<file path="src/rtl/sha_bram_fetch_if.sv">
// rtl/sha_bram_fetch_if.sv - BRAM read handshake between the SHA fetch engine and the BRAM interface
interface sha_bram_fetch_if;
  logic        sha_start_read;
  logic [31:0] sha_bram_addr;
  logic [31:0] sha_bram_read_data;
  logic        bram_complete;

  modport master (
    output sha_start_read,
    output sha_bram_addr,
    input  sha_bram_read_data,
    input  bram_complete
  );

  modport slave (
    input  sha_start_read,
    input  sha_bram_addr,
    output sha_bram_read_data,
    output bram_complete
  );
endinterface

</file>
<file path="src/rtl/sha_bram_fetch.sv">
// rtl/sha_bram_fetch.sv - fetches up to 16 words from BRAM into a message buffer for the SHA core
module sha_bram_fetch #(
  parameter int TIMEOUT_CYC = 255
) (
  input  logic                    axi_clk,
  input  logic                    axi_rst,
  input  logic                    fetch_start,
  input  logic [31:0]             fetch_base_addr,
  input  logic [4:0]              fetch_len,
  sha_bram_fetch_if.master        bram,
  input  logic [3:0]              msg_rd_idx,
  output logic [31:0]             msg_rd_data,
  output logic                    fetch_busy,
  output logic                    fetch_done,
  output logic                    fetch_err
);

  localparam int TW = $clog2(TIMEOUT_CYC + 1);

  localparam logic [2:0] ST_IDLE = 3'd0;
  localparam logic [2:0] ST_REQ  = 3'd1;
  localparam logic [2:0] ST_REL  = 3'd2;
  localparam logic [2:0] ST_FIN  = 3'd3;
  localparam logic [2:0] ST_ERR  = 3'd4;

  logic [2:0]    state, next_state;
  logic [31:0]   addr_q;
  logic [3:0]    last_idx;
  logic [3:0]    word_idx;
  logic [TW-1:0] tmo_q;
  logic          start_read_q;
  logic          err_q;
  logic [31:0]   buf_q [16];
  logic          tmo_hit;

  assign tmo_hit = (tmo_q == TW'(TIMEOUT_CYC - 1));

  // A completion edge always wins over a timeout landing on the same cycle.
  always_comb begin
    next_state = state;
    case (state)
      ST_IDLE: if (fetch_start) next_state = ST_REQ;
      ST_REQ: begin
        if (bram.bram_complete)  next_state = ST_REL;
        else if (tmo_hit)        next_state = ST_ERR;
      end
      ST_REL: begin
        if (!bram.bram_complete) next_state = (word_idx == last_idx) ? ST_FIN : ST_REQ;
        else if (tmo_hit)        next_state = ST_ERR;
      end
      ST_FIN:  next_state = ST_IDLE;
      ST_ERR:  if (!bram.bram_complete) next_state = ST_IDLE;
      default: next_state = ST_IDLE;
    endcase
  end

  always_ff @(posedge axi_clk or posedge axi_rst) begin
    if (axi_rst) begin
      state        <= ST_IDLE;
      addr_q       <= '0;
      last_idx     <= '0;
      word_idx     <= '0;
      tmo_q        <= '0;
      start_read_q <= 1'b0;
      err_q        <= 1'b0;
      for (int i = 0; i < 16; i++) buf_q[i] <= '0;
    end else begin
      state        <= next_state;
      start_read_q <= (next_state == ST_REQ);

      if (next_state != state)
        tmo_q <= '0;
      else if (state == ST_REQ || state == ST_REL)
        tmo_q <= tmo_q + 1'b1;

      case (state)
        ST_IDLE: begin
          if (fetch_start) begin
            addr_q   <= fetch_base_addr;
            // Length 0 and anything above 16 both mean a full 16-word block.
            last_idx <= (fetch_len == 5'd0 || fetch_len[4]) ? 4'hF : (fetch_len[3:0] - 4'd1);
            word_idx <= '0;
            err_q    <= 1'b0;
          end
        end
        ST_REQ: begin
          if (bram.bram_complete) buf_q[word_idx] <= bram.sha_bram_read_data;
        end
        ST_REL: begin
          if (!bram.bram_complete && word_idx != last_idx) begin
            word_idx <= word_idx + 4'd1;
            addr_q   <= addr_q + 32'd4;
          end
        end
        default: ;
      endcase

      if (next_state == ST_ERR && state != ST_ERR) err_q <= 1'b1;
    end
  end

  assign bram.sha_start_read = start_read_q;
  assign bram.sha_bram_addr  = addr_q;
  assign fetch_busy  = (state == ST_REQ) || (state == ST_REL) || (state == ST_ERR);
  assign fetch_done  = (state == ST_FIN);
  assign fetch_err   = err_q;
  assign msg_rd_data = buf_q[msg_rd_idx];

endmodule

</file>
<file path="src/flat_wrapper.sv">
// flat-port wrapper written by rule: the top's interface ports become plain ports
module sha_bram_fetch_flat 
#(
  parameter int TIMEOUT_CYC = 255
)
  (axi_clk, axi_rst, fetch_start, fetch_base_addr, fetch_len, msg_rd_idx, msg_rd_data, fetch_busy, fetch_done, fetch_err, bram_sha_start_read, bram_sha_bram_addr, bram_sha_bram_read_data, bram_bram_complete);
  sha_bram_fetch_if bram_i ();
  input  logic axi_clk;
  input  logic axi_rst;
  input  logic fetch_start;
  input  logic [31:0] fetch_base_addr;
  input  logic [4:0] fetch_len;
  input  logic [3:0] msg_rd_idx;
  output logic [31:0] msg_rd_data;
  output logic fetch_busy;
  output logic fetch_done;
  output logic fetch_err;
  output wire logic [$bits(bram_i.sha_start_read)-1:0] bram_sha_start_read;
  output wire logic [$bits(bram_i.sha_bram_addr)-1:0] bram_sha_bram_addr;
  input wire logic [$bits(bram_i.sha_bram_read_data)-1:0] bram_sha_bram_read_data;
  input wire logic [$bits(bram_i.bram_complete)-1:0] bram_bram_complete;
  assign bram_sha_start_read = bram_i.sha_start_read;
  assign bram_sha_bram_addr = bram_i.sha_bram_addr;
  assign bram_i.sha_bram_read_data = bram_sha_bram_read_data;
  assign bram_i.bram_complete = bram_bram_complete;
  sha_bram_fetch #(.TIMEOUT_CYC(TIMEOUT_CYC)) u_core (.axi_clk(axi_clk), .axi_rst(axi_rst), .fetch_start(fetch_start), .fetch_base_addr(fetch_base_addr), .fetch_len(fetch_len), .bram(bram_i), .msg_rd_idx(msg_rd_idx), .msg_rd_data(msg_rd_data), .fetch_busy(fetch_busy), .fetch_done(fetch_done), .fetch_err(fetch_err));
endmodule
</file>
<file path="config.mk">
export PLATFORM = sky130hd
export DESIGN_NAME = sha_bram_fetch_flat
export DESIGN_NICKNAME = d
export VERILOG_FILES = /design/src/rtl/sha_bram_fetch_if.sv /design/src/rtl/sha_bram_fetch.sv /design/src/flat_wrapper.sv
export SDC_FILE = /design/constraint.sdc
export NUM_CORES = 1
export LEC_CHECK = 0
export CAP_MARGIN = 20
export CORE_MARGIN = 1.5
export CORE_UTILIZATION = 35
export CTS_BUF_LIST = sky130_fd_sc_hd__clkbuf_4
export DETAILED_ROUTE_END_ITERATION = 16
export DONT_BUFFER_PORTS = 1
export SYNTH_ARGS = -nofsm -noshare
export SYNTH_HDL_FRONTEND = slang
export SYNTH_SLANG_ARGS = --single-unit
</file>
<file path="constraint.sdc">
create_clock -name axi_clk -period 17.1 [get_ports axi_clk]
set_clock_uncertainty 0.05 [all_clocks]
set_input_delay 1.71 -clock axi_clk [delete_from_list [all_inputs] [get_ports axi_clk]]
set_output_delay 1.71 -clock axi_clk [all_outputs]
set_load 0.01 [all_outputs]
</file>
==> impl_metrics.tcl <==
set metrics [dict create \
    numCtsBuffers 153 \
    totalWireLength_um 65100 \
    min_period_over_period_pct 27.4 \
    finalSetupViolations 0 \
    synth_edf_count 0 \
    synth_seq_cells 565 \
    fill_cells 6854 \
    slowest_stage "mux4_2" \
    synth_cells 1701 \
    first_global_vias 16700 \
    crit_path_end_kind "output port" \
    cp_cell_sequence "mux4_2, mux4_2" \
    drt_iter0_drc 767 \
    ir_drop_mv 0.0520 \
    dp_hpwl_um 34200 \
    yosysUniqueCellTypes 60 \
    synth_area_leaders "dfrtp_1 54%, mux2_2 22%, mux4_2 14%" \
    yosysWarnings 0 \
    die_height_um 276 \
    worst-path-buf-inv 0 \
    outcome "completed" \
    numPortBuffers 0 \
    nets 1834 \
    cts.clk_slew.worst_paths_ns 0.06 \
    htreeDepth 4 \
    regArea_mm2 0.0141 \
    cts_resized 0 \
    yosys.area.top_type "dfrtp_1" \
    cts.sinks 565 \
    powerDensity_mw_per_mm2 117 \
    coreArea_mm2 0.0733 \
    clockBufferDepth 3 \
    wl_per_cell_um 23.2 \
    syn_to_final_growth_pct 10.8 \
    grtUsageTotal_pct 17.7 \
    rsz0062_at_grt "no" \
    syn_nets 1786 \
    worstPathRequired_ns 15.34 \
    antenna_left 0 \
    avgViaCountPerCell 5.43 \
    worst_path_largest_cell_delay_ns 0.60 \
    leakagePower_nw 13.7 \
    path_common_cell "mux4_2" \
    grt_pass1_wl_um 101000 \
    ys.flop_type "dfrtp_1" \
    synth.avg_cell_area_um2 15.3 \
    slew_violations 0 \
    die-area_mm2 0.0762 \
    start_util_pct 35.6 \
    synthArstFlopShare_pct 100 \
    io_pins 145 \
    antenna_found_initial 2 \
    drc 0 \
    tightest_slew_ns 0.998 \
    synthesis.area_mm2 0.0261 \
    vias 15300 \
    hold_path_class "flip-flop to flip-flop" \
    synth.top_cell.area_share_pct 54.2 \
    whs_ns 0.449 \
    drive_gt1_share_pct 52.0 \
    ys_seq_area_share_pct 54.2 \
    finalWeightedCongestion 0.773 \
    rows 99 \
    grt_start_max_net_pins 174 \
    timing.final.crit_period_ns 4.69 \
    cap_violations 0 \
    postCtsHoldBufs 0 \
    clockRootBuffer "clkbuf_4" \
    crit_type "input pin to output port" \
    cts_tree "built" \
    fin_tns_setup_ns 0 \
    post-cts-setup-buffer-count 0 \
    gr-total-overflow 0 \
    start_kind "input pin" \
    slew_headroom_pct 33.5 \
    fp.dieW_um 276 \
    insertion_delay_ns 0.96 \
    max_clock_freq_mhz 213 \
    cp_max_fo 128 \
    cp.arrival_ns 2.93 \
    dr.pass1.iters 5 \
    crit_family "multiplexers" \
    multiInputGateArea_mm2 0.0113 \
    finalHoldViolCount 0 \
]
-- stage by stage --
step,power (mW),util [%],instance area [um^2],std cells,setup slack [ns]
5_1_grt,3.57,39.4,28900,2810,12.43
6_report,3.37,39.4,28900,2810,12.41
4_1_cts,3.42,39.3,28800,2803,12.46
3_5_place_dp,2.20,36.7,26900,2548,12.39
2_1_floorplan,2.09,-,26100,1701,7.65
3_3_place_gp,2.18,36.7,26900,2548,12.47
-- cell families after synthesis --
kind of cell / Yosys count / synth area share (%)
adders and majority gates: 8 / 0.384
muxes: 673 / 36.0
buffers and inverters: 148 / 2.65
AOI/OAI and AO/OA: 109 / 2.71
DFF: 565 / 54.2
and+or+nand+nor: 181 / 3.50
xor gates and xnor gates: 17 / 0.600
-- cell usage after synthesis, types with 4 or more instances --
cell and instances:
dfrtp_1 565, mux2_2 512, mux4_2 160, clkbuf_1 61, buf_2 56, nand2_1 49
nor2_1 44, a21oi_1 37, o21ai_0 24, nand3_1 20, nand4_1 16, buf_4 15
xor2_1 13, nor3_1 11, and3_1 8, ha_1 8, inv_1 8, and2_1 6
buf_1 6, a31oi_1 5, o22ai_1 5, a211oi_1 4, and4_1 4, nor3b_1 4
o22a_1 4
-- power by group --
part	internal [mW]	total (mW)	switching [mW]	leakage (nW)
Sequential	1.50	1.67	0.161	7.65
Clock	0.628	1.19	0.562	1.11
Combinational	0.269	0.513	0.245	4.91
-- placed cells by master, fill, tap and decap left out, types with 3 or more instances in the layout --
cell / netlist / final
nand2b_1: 3 / 3
bufinv_16: 0 / 3
dfrtp_1: 565 / 565
a32oi_1: 3 / 3
nand2_1: 49 / 37
inv_1: 8 / 7
a21oi_1: 37 / 37
a31oi_1: 5 / 5
nor2_1: 44 / 44
o22a_1: 4 / 4
o21ai_0: 24 / 24
a2bb2oi_1: 3 / 3
clkinvlp_4: 0 / 3
and2_1: 6 / 6
clkinv_1: 0 / 25
and3_1: 8 / 8
buf_4: 15 / 27
buf_16: 0 / 4
clkbuf_4: 0 / 218
a22oi_1: 3 / 3
a311oi_1: 3 / 3
nand2_2: 0 / 12
xor2_1: 13 / 13
xnor2_1: 3 / 3
clkinv_4: 0 / 4
nor3_1: 11 / 11
and4_1: 4 / 4
o22ai_1: 5 / 5
nand4_1: 16 / 16
ha_1: 8 / 8
nand3_1: 20 / 16
a211oi_1: 4 / 4
nor3b_1: 4 / 3
mux4_2: 160 / 160
nor2b_1: 3 / 3
mux2_2: 512 / 512
or3_1: 3 / 3
nand3_2: 0 / 4
-- routing by layer --
metal | share of wire [%] | up-vias | GRT usage (%)
met5 | 0 | - | 0
met4 | 2.2 | 0 | 5.99
met3 | 5.2 | 127 | 4.96
met2 | 50 | 367 | 29.4
met1 | 43 | 8189 | 22.1
li1 | - | 6589 | -
-- cell type report --
cell class	instances	share of cell area (%)
timing repair buffer	33	1.17
clock buffer	218	5.66
inverter	8	0.117
antenna	2	0.0173
sequential	565	48.9
multi-input combinational	988	39.1
tap	959	4.15
clock inverter	37	0.857
-- final timing paths --
check,from,to,slack [ns],depth (start not counted)
setup / recovery,msg_rd_idx[0],msg_rd_data[0],12.41,2
setup reg to reg,u_core.state[2]$_DFF_PP0_,u_core.buf_q[179]$_DFFE_PP0P_,14.28,5
hold / removal,u_core.buf_q[168]$_DFFE_PP0P_,u_core.buf_q[168]$_DFFE_PP0P_,0.45,1
max in group asynchronous,axi_rst,u_core.buf_q[366]$_DFFE_PP0P_,14.17,6
hold reg to reg,u_core.buf_q[168]$_DFFE_PP0P_,u_core.buf_q[168]$_DFFE_PP0P_,0.45,1
min in group asynchronous,axi_rst,u_core.bram.sha_bram_addr[30]$_DFFE_PP0P_,0.87,2
-- sequential cells by signal (all words and copies together), names as in the netlist --
register / flops
u_core.bram.sha_start_read: 1
u_core.state: 3
u_core.word_idx: 4
u_core.fetch_err: 1
u_core.tmo_q: 8
u_core.buf_q: 512
u_core.last_idx: 4
u_core.bram.sha_bram_addr: 32
Note: power is estimated with default switching activity, not from simulation.
